$ cat config.mk
export PLATFORM = sky130hd
export DESIGN_NAME = jk_bank_arbiter_flat
export DESIGN_NICKNAME = d
export VERILOG_FILES = /design/src/rtl/jk_pkg.sv /design/src/rtl/jk_bank_arbiter_if.sv /design/src/rtl/rr_arbiter.sv /design/src/rtl/jk_bank_arbiter.sv /design/src/flat_wrapper.sv
export SDC_FILE = /design/constraint.sdc
export NUM_CORES = 1
export LEC_CHECK = 0
export CAP_MARGIN = 20
export CORE_MARGIN = 8
export CORE_UTILIZATION = 47
export DETAILED_ROUTE_END_ITERATION = 8
export PLACE_DENSITY = 0.81
export RECOVER_POWER = 25
export SKIP_CTS_REPAIR_TIMING = 1
export SYNTH_ARGS = -nofsm -noshare
export SYNTH_HDL_FRONTEND = slang
export SYNTH_HIERARCHICAL = 1
export SYNTH_SLANG_ARGS = --single-unit
$ cat constraint.sdc
create_clock -name clk -period 4.9 [get_ports clk]
set_input_delay 1.47 -clock clk [delete_from_list [all_inputs] [get_ports clk]]
set_output_delay 1.47 -clock clk [all_outputs]
set_load 0.1 [all_outputs]
$ cat src/rtl/jk_pkg.sv
// jk_pkg: JK op encodings, sequencer states and expected next-state helper
package jk_pkg;
  localparam logic [1:0] OP_HOLD = 2'b00;
  localparam logic [1:0] OP_RST = 2'b01;
  localparam logic [1:0] OP_SET = 2'b10;
  localparam logic [1:0] OP_TGL = 2'b11;
  typedef enum logic [2:0] {IDLE, DRIVE, SETTLE, SAMPLE, REJECT} state_t;
  function automatic logic jk_next(input logic q, input logic [1:0] op);
    return op == OP_HOLD ? q : op == OP_RST ? 1'b0 : op == OP_SET ? 1'b1 : op == OP_TGL ? ~q : q;
  endfunction
endpackage

$ cat src/rtl/jk_bank_arbiter_if.sv
// jk_bank_arbiter_if: req_valid/ready/idx/op handshake, done_valid/id/q/err completion and ff_j/k/en/q bank pins; slave = arbiter, master = requesters plus bank
interface jk_bank_arbiter_if #(
  parameter int NUM_REQ = 4,
  parameter int NUM_FF = 8,
  parameter int IDX_W = 3
);
  localparam int ID_W = $clog2(NUM_REQ);
  logic [NUM_REQ-1:0] req_valid, req_ready;
  logic [NUM_REQ*IDX_W-1:0] req_idx;
  logic [NUM_REQ*2-1:0] req_op;
  logic [NUM_FF-1:0] ff_j, ff_k, ff_en, ff_q;
  logic done_valid, done_q, done_err;
  logic [ID_W-1:0] done_id;
  modport master(
    output req_valid, req_idx, req_op, ff_q,
    input req_ready, ff_j, ff_k, ff_en, done_valid, done_id, done_q, done_err
  );
  modport slave(
    input req_valid, req_idx, req_op, ff_q,
    output req_ready, ff_j, ff_k, ff_en, done_valid, done_id, done_q, done_err
  );
endinterface

$ cat src/rtl/rr_arbiter.sv
// rr_arbiter: combinational round-robin pick of the first request at or after ptr (req in, ptr in, one-hot gnt out, encoded win out)
module rr_arbiter #(
  parameter int NUM_REQ = 4,
  localparam int ID_W = $clog2(NUM_REQ)
) (
  input  logic [NUM_REQ-1:0] req,
  input  logic [ID_W-1:0]    ptr,
  output logic [NUM_REQ-1:0] gnt,
  output logic [ID_W-1:0]    win
);
  int j;
  always_comb begin
    gnt = '0;
    win = '0;
    j = 0;
    for (int i = NUM_REQ - 1; i >= 0; i--) begin
      j = int'(ptr) + i;
      j = j >= NUM_REQ ? j - NUM_REQ : j;
      if (req[ID_W'(j)]) win = ID_W'(j);
    end
    if (req != '0) gnt[win] = 1'b1;
  end
endmodule

$ cat src/rtl/jk_bank_arbiter.sv
// jk_bank_arbiter: round-robin sequencer sharing a JK flop bank (clk, clear sync reset, bus slave: req handshake in, ff_j/k/en out, ff_q in, done completion out)
module jk_bank_arbiter import jk_pkg::*; #(
  parameter int NUM_REQ = 4,
  parameter int NUM_FF = 8,
  parameter int IDX_W = 3,
  parameter int SETTLE_CYC = 1
) (
  input logic clk,
  input logic clear,
  jk_bank_arbiter_if.slave bus
);
  localparam int ID_W = $clog2(NUM_REQ);
  localparam int NX = 1 << IDX_W;
  state_t state_q, state_d;
  logic [ID_W-1:0] ptr_q, ptr_d, win_q, win_d, done_id_q, done_id_d, win;
  logic [NUM_REQ-1:0] gnt;
  logic [IDX_W-1:0] idx_q, idx_d, idx_in;
  logic [1:0] op_q, op_d, op_in;
  logic prev_q, prev_d, done_valid_q, done_valid_d, done_q_q, done_q_d, done_err_q, done_err_d;
  logic [3:0] cnt_q, cnt_d;
  logic [NUM_FF-1:0] ff_j_q, ff_j_d, ff_k_q, ff_k_d, ff_en_q, ff_en_d;
  logic [NX-1:0] q_ext;
  rr_arbiter #(.NUM_REQ(NUM_REQ)) u_rr (.req(bus.req_valid), .ptr(ptr_q), .gnt(gnt), .win(win));
  assign q_ext = NX'(bus.ff_q);
  assign bus.req_ready = state_q == IDLE && !clear ? gnt : '0;
  assign bus.ff_j = ff_j_q;
  assign bus.ff_k = ff_k_q;
  assign bus.ff_en = ff_en_q;
  assign bus.done_valid = done_valid_q;
  assign bus.done_id = done_id_q;
  assign bus.done_q = done_q_q;
  assign bus.done_err = done_err_q;
  always_comb begin
    idx_in = '0;
    op_in = '0;
    for (int r = 0; r < NUM_REQ; r++) begin
      if (win == ID_W'(r)) begin
        idx_in = bus.req_idx[r*IDX_W +: IDX_W];
        op_in = bus.req_op[r*2 +: 2];
      end
    end
  end
  always_comb begin
    state_d = state_q;
    ptr_d = ptr_q;
    win_d = win_q;
    idx_d = idx_q;
    op_d = op_q;
    prev_d = prev_q;
    cnt_d = cnt_q;
    ff_j_d = '0;
    ff_k_d = '0;
    ff_en_d = '0;
    done_valid_d = 1'b0;
    done_id_d = '0;
    done_q_d = 1'b0;
    done_err_d = 1'b0;
    case (state_q)
      IDLE: if (bus.req_valid != '0) begin
        win_d = win;
        idx_d = idx_in;
        op_d = op_in;
        prev_d = q_ext[idx_in];
        ptr_d = int'(win) == NUM_REQ - 1 ? '0 : win + 1'b1;
        if (int'(idx_in) >= NUM_FF) begin
          state_d = REJECT;
          done_valid_d = 1'b1;
          done_err_d = 1'b1;
          done_id_d = win;
        end else begin
          state_d = DRIVE;
          ff_en_d = NUM_FF'(NX'(1) << idx_in);
          ff_j_d = op_in[1] ? ff_en_d : '0;
          ff_k_d = op_in[0] ? ff_en_d : '0;
        end
      end
      DRIVE: begin
        state_d = SETTLE;
        cnt_d = 4'(SETTLE_CYC - 1);
      end
      SETTLE: if (cnt_q == '0) begin
        state_d = SAMPLE;
        done_valid_d = 1'b1;
        done_id_d = win_q;
        done_q_d = q_ext[idx_q];
        done_err_d = q_ext[idx_q] != jk_next(prev_q, op_q);
      end else begin
        cnt_d = cnt_q - 1'b1;
      end
      default: state_d = IDLE;
    endcase
  end
  always_ff @(posedge clk) begin
    if (clear) begin
      state_q <= IDLE;
      ptr_q <= '0;
      win_q <= '0;
      idx_q <= '0;
      op_q <= '0;
      prev_q <= 1'b0;
      cnt_q <= '0;
      ff_j_q <= '0;
      ff_k_q <= '0;
      ff_en_q <= '0;
      done_valid_q <= 1'b0;
      done_id_q <= '0;
      done_q_q <= 1'b0;
      done_err_q <= 1'b0;
    end else begin
      state_q <= state_d;
      ptr_q <= ptr_d;
      win_q <= win_d;
      idx_q <= idx_d;
      op_q <= op_d;
      prev_q <= prev_d;
      cnt_q <= cnt_d;
      ff_j_q <= ff_j_d;
      ff_k_q <= ff_k_d;
      ff_en_q <= ff_en_d;
      done_valid_q <= done_valid_d;
      done_id_q <= done_id_d;
      done_q_q <= done_q_d;
      done_err_q <= done_err_d;
    end
  end
endmodule

$ cat src/flat_wrapper.sv
// flat-port wrapper written by rule: the top's interface ports become plain ports
module jk_bank_arbiter_flat import jk_pkg::*;
#(
  parameter int NUM_REQ = 4,
  parameter int NUM_FF = 8,
  parameter int IDX_W = 3,
  parameter int SETTLE_CYC = 1
)
  (clk, clear, bus_req_valid, bus_req_idx, bus_req_op, bus_ff_q, bus_req_ready, bus_ff_j, bus_ff_k, bus_ff_en, bus_done_valid, bus_done_id, bus_done_q, bus_done_err);
  jk_bank_arbiter_if #(.NUM_REQ(NUM_REQ), .NUM_FF(NUM_FF), .IDX_W(IDX_W)) bus_i ();
  input logic clk;
  input logic clear;
  input wire logic [$bits(bus_i.req_valid)-1:0] bus_req_valid;
  input wire logic [$bits(bus_i.req_idx)-1:0] bus_req_idx;
  input wire logic [$bits(bus_i.req_op)-1:0] bus_req_op;
  input wire logic [$bits(bus_i.ff_q)-1:0] bus_ff_q;
  output wire logic [$bits(bus_i.req_ready)-1:0] bus_req_ready;
  output wire logic [$bits(bus_i.ff_j)-1:0] bus_ff_j;
  output wire logic [$bits(bus_i.ff_k)-1:0] bus_ff_k;
  output wire logic [$bits(bus_i.ff_en)-1:0] bus_ff_en;
  output wire logic [$bits(bus_i.done_valid)-1:0] bus_done_valid;
  output wire logic [$bits(bus_i.done_id)-1:0] bus_done_id;
  output wire logic [$bits(bus_i.done_q)-1:0] bus_done_q;
  output wire logic [$bits(bus_i.done_err)-1:0] bus_done_err;
  assign bus_i.req_valid = bus_req_valid;
  assign bus_i.req_idx = bus_req_idx;
  assign bus_i.req_op = bus_req_op;
  assign bus_i.ff_q = bus_ff_q;
  assign bus_req_ready = bus_i.req_ready;
  assign bus_ff_j = bus_i.ff_j;
  assign bus_ff_k = bus_i.ff_k;
  assign bus_ff_en = bus_i.ff_en;
  assign bus_done_valid = bus_i.done_valid;
  assign bus_done_id = bus_i.done_id;
  assign bus_done_q = bus_i.done_q;
  assign bus_done_err = bus_i.done_err;
  jk_bank_arbiter #(.NUM_REQ(NUM_REQ), .NUM_FF(NUM_FF), .IDX_W(IDX_W), .SETTLE_CYC(SETTLE_CYC)) u_core (.clk(clk), .clear(clear), .bus(bus_i));
endmodule
; ---- Word level (Yosys, flattened, before mapping)
; Index checks and enable logic that the tools add are counted.
[totals]
ff_bits = 46
in_bits = 34
out_inout_bits = 33
word_cells = 120
[op_classes]
n_addsub = 9
order_cmp = 12
eq_ne = 13
shift = 1
n_mux = 47
bitwise_logic = 7
n_reduce_logical = 17
[op_table]
columns = op, count
row1 = two-way mux 2 bit, 13
row2 = two-way mux 3 bit, 6
row3 = "< comparator 2 x 4 -> 1 bit, second input constant", 4
row4 = two-way mux 1 bit, 16
row5 = two-way mux 4 bit, 3
row6 = ">= comparator 3 bit, second input constant", 3
row7 = case mux 3 bit (3 select lines), 1
row8 = binary-select mux 1 bit (select 2 bit), 4
row9 = "equality test 2 bit, second input constant", 4
row10 = "< comparator 3 x 4 -> 1 bit, second input constant", 2
row11 = case mux 4 bit (2 select lines), 1
row12 = OR reduction 4 bit, 2
row13 = "<< shifter 1 x 3 -> 8 bit, first input constant", 1
row14 = "subtractor 2 x 1 -> 2 bit, second input constant", 4
row15 = NOT 1 bit, 7
row16 = "adder 2 x 2 -> 3 bit, second input constant", 2
row17 = binary-select mux 1 bit (select 3 bit), 2
row18 = "equality test 2 x 1 -> 1 bit, second input constant", 3
row19 = AND reduction 2 bit, 3
row20 = OR reduction 3 bit, 2
row21 = logical NOT 2 bit, 2
row22 = logical NOT 4 bit, 1
row23 = "inequality test 2 bit, second input constant", 2
row24 = nonzero test 4 bit, 1
row25 = 16 further kinds, 17

; ---- Logic depth before layout (Yosys ltp)
[logic_depth]
ltp_word = 17
mapped_depth = 13
ltp_nobuf = 11

; ---- Hierarchy
; The synthesis kept the hierarchy.
[by_module_without_submodules]
columns = mod, instances, cells_per_inst, area_each_um2, seq_area_each_um2
row1 = jk_bank_arbiter, 1, 201, 1868.0, 900.9
row2 = rr_arbiter, 1, 31, 203.9, 0.0

; ---- Least setup slack after synthesis
; No wires, ideal clock.
[synth_path]
path_kind = input-to-output
startpoint = input bus_req_valid[1]
endpoint = output bus_req_ready[0]
t_arrival_ns = 2.697
t_required_ns = 3.430
path_slack_ns = 0.733
stages = 5
n_path_buf = 1
cell_sequence = buf_4 -> o2bb2ai_1 -> a22o_1 -> and2_1 -> and2_1
[synth_via]
elab_chain_cells = 13
elab_cells_between_ends = 24
classes_between = order compare: 2 / mux: 20 / reduce/logical: 2
[synth_rtl]
columns = element, line
row1 = from (decl), flat_wrapper.sv:13  ; input wire logic [$bits(bus_i.req_valid)-1:0] bus_req_valid;
row2 = binary-select mux 1 bit (select 2 bit), rr_arbiter.sv:19  ; if (req[ID_W'(j)]) win = ID_W'(j);
row3 = two-way mux 1 bit (not written as such) (2 in a row), rr_arbiter.sv:19
row4 = two-way mux 2 bit (4 in a row), rr_arbiter.sv:19
row5 = < comparator 2 x 3 -> 1 bit (not written as such) or >= comparator 2 x 1 -> 1 bit (tied branches), rr_arbiter.sv:21  ; if (req != '0) gnt[win] = 1'b1;
row6 = logical AND 1 bit (not written as such), rr_arbiter.sv:21
row7 = two-way mux 1 bit (not written as such), rr_arbiter.sv:21
row8 = demux 1 bit (select 2 bit), rr_arbiter.sv:21
row9 = two-way mux 4 bit *, rr_arbiter.sv:21
row10 = via u_core.gnt[0], jk_bank_arbiter.sv:16  ; logic [NUM_REQ-1:0] gnt;
row11 = two-way mux 4 bit *, jk_bank_arbiter.sv:25  ; assign bus.req_ready = state_q == IDLE && !clear ? gnt : '0;
row12 = to (decl), flat_wrapper.sv:17  ; output wire logic [$bits(bus_i.req_ready)-1:0] bus_req_ready;
; The timed path passes the listed nets; every way through them passes the cells marked *. The select of a mux whose other input is x is not followed.

; ---- Worst setup path after layout
; Ends and elaborated chain as after synthesis.

==> results.tsv <==
stage	metric	value	unit
status	outcome	completed	
cts	Clock Pin Slew Worst Setup and Hold Paths	80	ps
finish	share of cells above drive strength 1	0.07718	
cts	Inserted Clock Buffers	5	
timing	fin. max-slew vios	0	
die	Chip Width	82.40	um
synth	Yosys top cell area share	0.4348	
power	Leak	0.001144	uW
finish	FF/Latch Area	900.9	um^2
synth	cell accounting for the most synthesized area	dfxtp_1	
power	worst vdd ir	0.2857	mV
synth	asr flop ratio synth	0	
placement	HPWL Detailed	4.047	mm
die	Initial Util	0.4825	
synth	Cells after Synth	232	
finish	Fill cells	370	
power	Final Power	1476	uW
cts	CTS H-tree depth	2	
global_routing	gr usage total	0.1517	
global_routing	Congestion Overflow GR	0	
routing	1st-pass router iterations	4	
timing	Setup Skew	3.957	ps
timing	final-report hold violation count	0	
placement	pre-CTS setup slack	328.5	ps
die	Die Ht	82.40	um
synth	Synth area leaders	dfxtp_1 43%, nor2_1 7.2%, ha_1 4.8%, mux2i_1 4.3%, nand2_1 3.6%	
setup_path	CP arrival	2960	ps
routing	drt initial violations	74	
placement	Buffers on Ports	66	
finish	Multi-input gate area	1047	um^2
setup_path	critical path class	input port to primary output	
die	num rows	24	
finish	area grow syn2layout	38.89	%
setup_path	highest net fanout along the worst path	9	
die	# IOs	67	
timing	Final Setup Violations	0	
timing	Worst Tran Pin Value	988.9	ps
synth	Syn Area/Cell	8.931	um^2
cts	Clock Path Buffers	2	
timing	RSZ-0062 raised after global routing	false	
setup_path	Critical Path RT	3430	ps
setup_path	crit path launch type	input port	
synth	Cell variety after synth	48	
synth	Yosys reg bits	45	
timing	fin crit share	0.9031	
routing	wire per inst	14.51	um
synth	EDFF count, synth	0	
worst_hold_path	worst hold stages	1	
cts	Sink Count	45	
flow_run	max cap viols	0	
timing	fin crit period	4425	ps
global_routing	vias in the first global route	1808	
routing	Vias/cell	5.300	
setup_path	r2r startpoint	u_core/ptr_q[1]$_SDFFE_PP0N_	
placement	gp weighted congestion	0.7946	
die	die area	6789	um^2
routing	DRT Wirelength	5.077	mm
cts	Clock Latency Late Sink	280	ps
timing	Max Clk Rate	226.0	MHz
timing	Setup WS post-layout	474.6	ps
global_routing	first-pass GRT wire length	8.073	mm
finish	Nets	339	
synth	Mapped Nets	274	
timing	worst rel slew slack	0.3386	
global_routing	antenna violations before repair	0	
synth	post-synthesis cell area	2072	um^2
finish	ant diodes	0	
cts	Root Driver	clkbuf_8	
cts	CTS tree	built	
timing	Final TNS setup	0	ps
setup_path	R2R cell count	11	
routing	Vias	1855	
power	Power Density	512.8	nW/um^2
synth	Top FF cell, synth	dfxtp_1	
timing	Fin Hold WS	453.4	ps
setup_path	crit path capture type	primary output	
global_routing	largest net degree at the start of global routing	16	
worst_hold_path	min-delay src	u_core/op_q[1]$_SDFFE_PP0N_	
setup_path	Critical path origin	bus_req_valid[1]	
synth	Syn. warnings	6	
synth	sequential-to-total area share from yosys stat	0.4348	
die	core area	4294	um^2
routing	Final ANT Viol Nets	0	
routing	drt drc	0	
worst_hold_path	HP Class	register to register	
[cells by family after synthesis]
family	Yosys count	synth area share
AND/OR/NAND/NOR	100	0.2283
flip-flops	45	0.4348
AO/OA/AOI/OAI	42	0.1455
buffers and inverters	22	0.05978
multiplexers	12	0.07065
adder cells (fa/ha/maj)	8	0.04831
XOR/XNOR	3	0.01268
[worst max-delay path, cell delays in order]
cell	delay (ps)
dlygate4sd3_1	700
o2bb2ai_1	90
a22o_1	230
and2_1	140
and2_1	160
buf_12	170
[Yosys cell counts (all sizes together) (3+ instances only)]
library cell  number
dfxtp             45
mux2i              9
nand2             20
a31oi              3
ha                 8
nor2b              3
nand3              9
a21oi             14
and2               7
nand2b             7
inv               13
clkbuf             3
o221a              3
o21ai              7
nor3               4
nor2              40
buf                6
[cell usage in the layout, fill, tap and decap left out, types with 2 or more instances in the layout]
master           netlist  final
a21oi_1               13     13
nand3_1                9      9
a21o_1                 2      2
clkbuf_1               2      2
dfxtp_1               45     45
nor2b_1                2      2
dlygate4sd3_1          0      8
nand2_1               20     20
a21boi_0               2      2
and2_1                 7      7
or2_2                  2      2
nand2b_1               7      7
xnor2_1                2      2
clkbuf_8               1      5
clkdlybuf4s50_1        0     54
a31oi_1                2      2
inv_1                 13     13
o21ai_0                5      5
buf_12                 0      4
o221a_2                3      3
o211ai_1               2      2
nor3_1                 4      4
mux2i_1                9      9
mux4_2                 2      2
or3b_1                 2      2
ha_1                   8      8
nor2_1                40     40
o21ai_1                2      2
[cell type report]
class                      instances  share of cell area
timing repair buffer              67              0.2448
clock buffer                       6             0.02522
clock inverter                     2             0.01348
multi-input combinational        165              0.3639
inverter                          13             0.01696
sequential                        45              0.3130
tap                               52             0.02261
[layer usage]
metal  vias up  wire [um]  global-route usage
met5         -          0                   0
met4         0         87             0.05614
met3         7        317             0.03355
met2        49       2817              0.2944
met1       881       1855              0.1525
li1        918          -                   -
[final timing paths]
path	slack, ps	endpoint
worst max-delay path	470	bus_req_ready[0]
worst min-delay path	450	u_core/op_q[1]$_SDFFE_PP0N_
worst max register to register	1880	u_core/prev_q$_SDFFE_PP0N_
worst min register to register	450	u_core/op_q[1]$_SDFFE_PP0N_
[power by group]
group,total (uW),switching (uW),internal [uW]
clock,274,121,153
combinational,737,486,251
sequential,465,40.9,424
[flip-flops by register name, summed over array words and instances, names as in the netlist]
register               cells
u_core/bus.ff_en           8
u_core/bus.ff_j            8
u_core/bus.ff_k            8
u_core/cnt_q               4
u_core/idx_q               3
u_core/bus.done_id         2
u_core/op_q                2
u_core/ptr_q               2
u_core/state_q             2
u_core/win_q               2
u_core/bus.done_err        1
u_core/bus.done_q          1
u_core/bus.done_valid      1
u_core/prev_q              1
[stage by stage]
step,cell area [um^2],utilization,cells
after floorplan,2072,-,232
after global placement,2770,0.6451,342
after global routing,2878,0.6702,350
final,2878,0.6702,350
after detailed placement,2770,0.6451,342
after CTS,2882,0.6710,350
No activity file was read; power rests on OpenSTA's default activity.
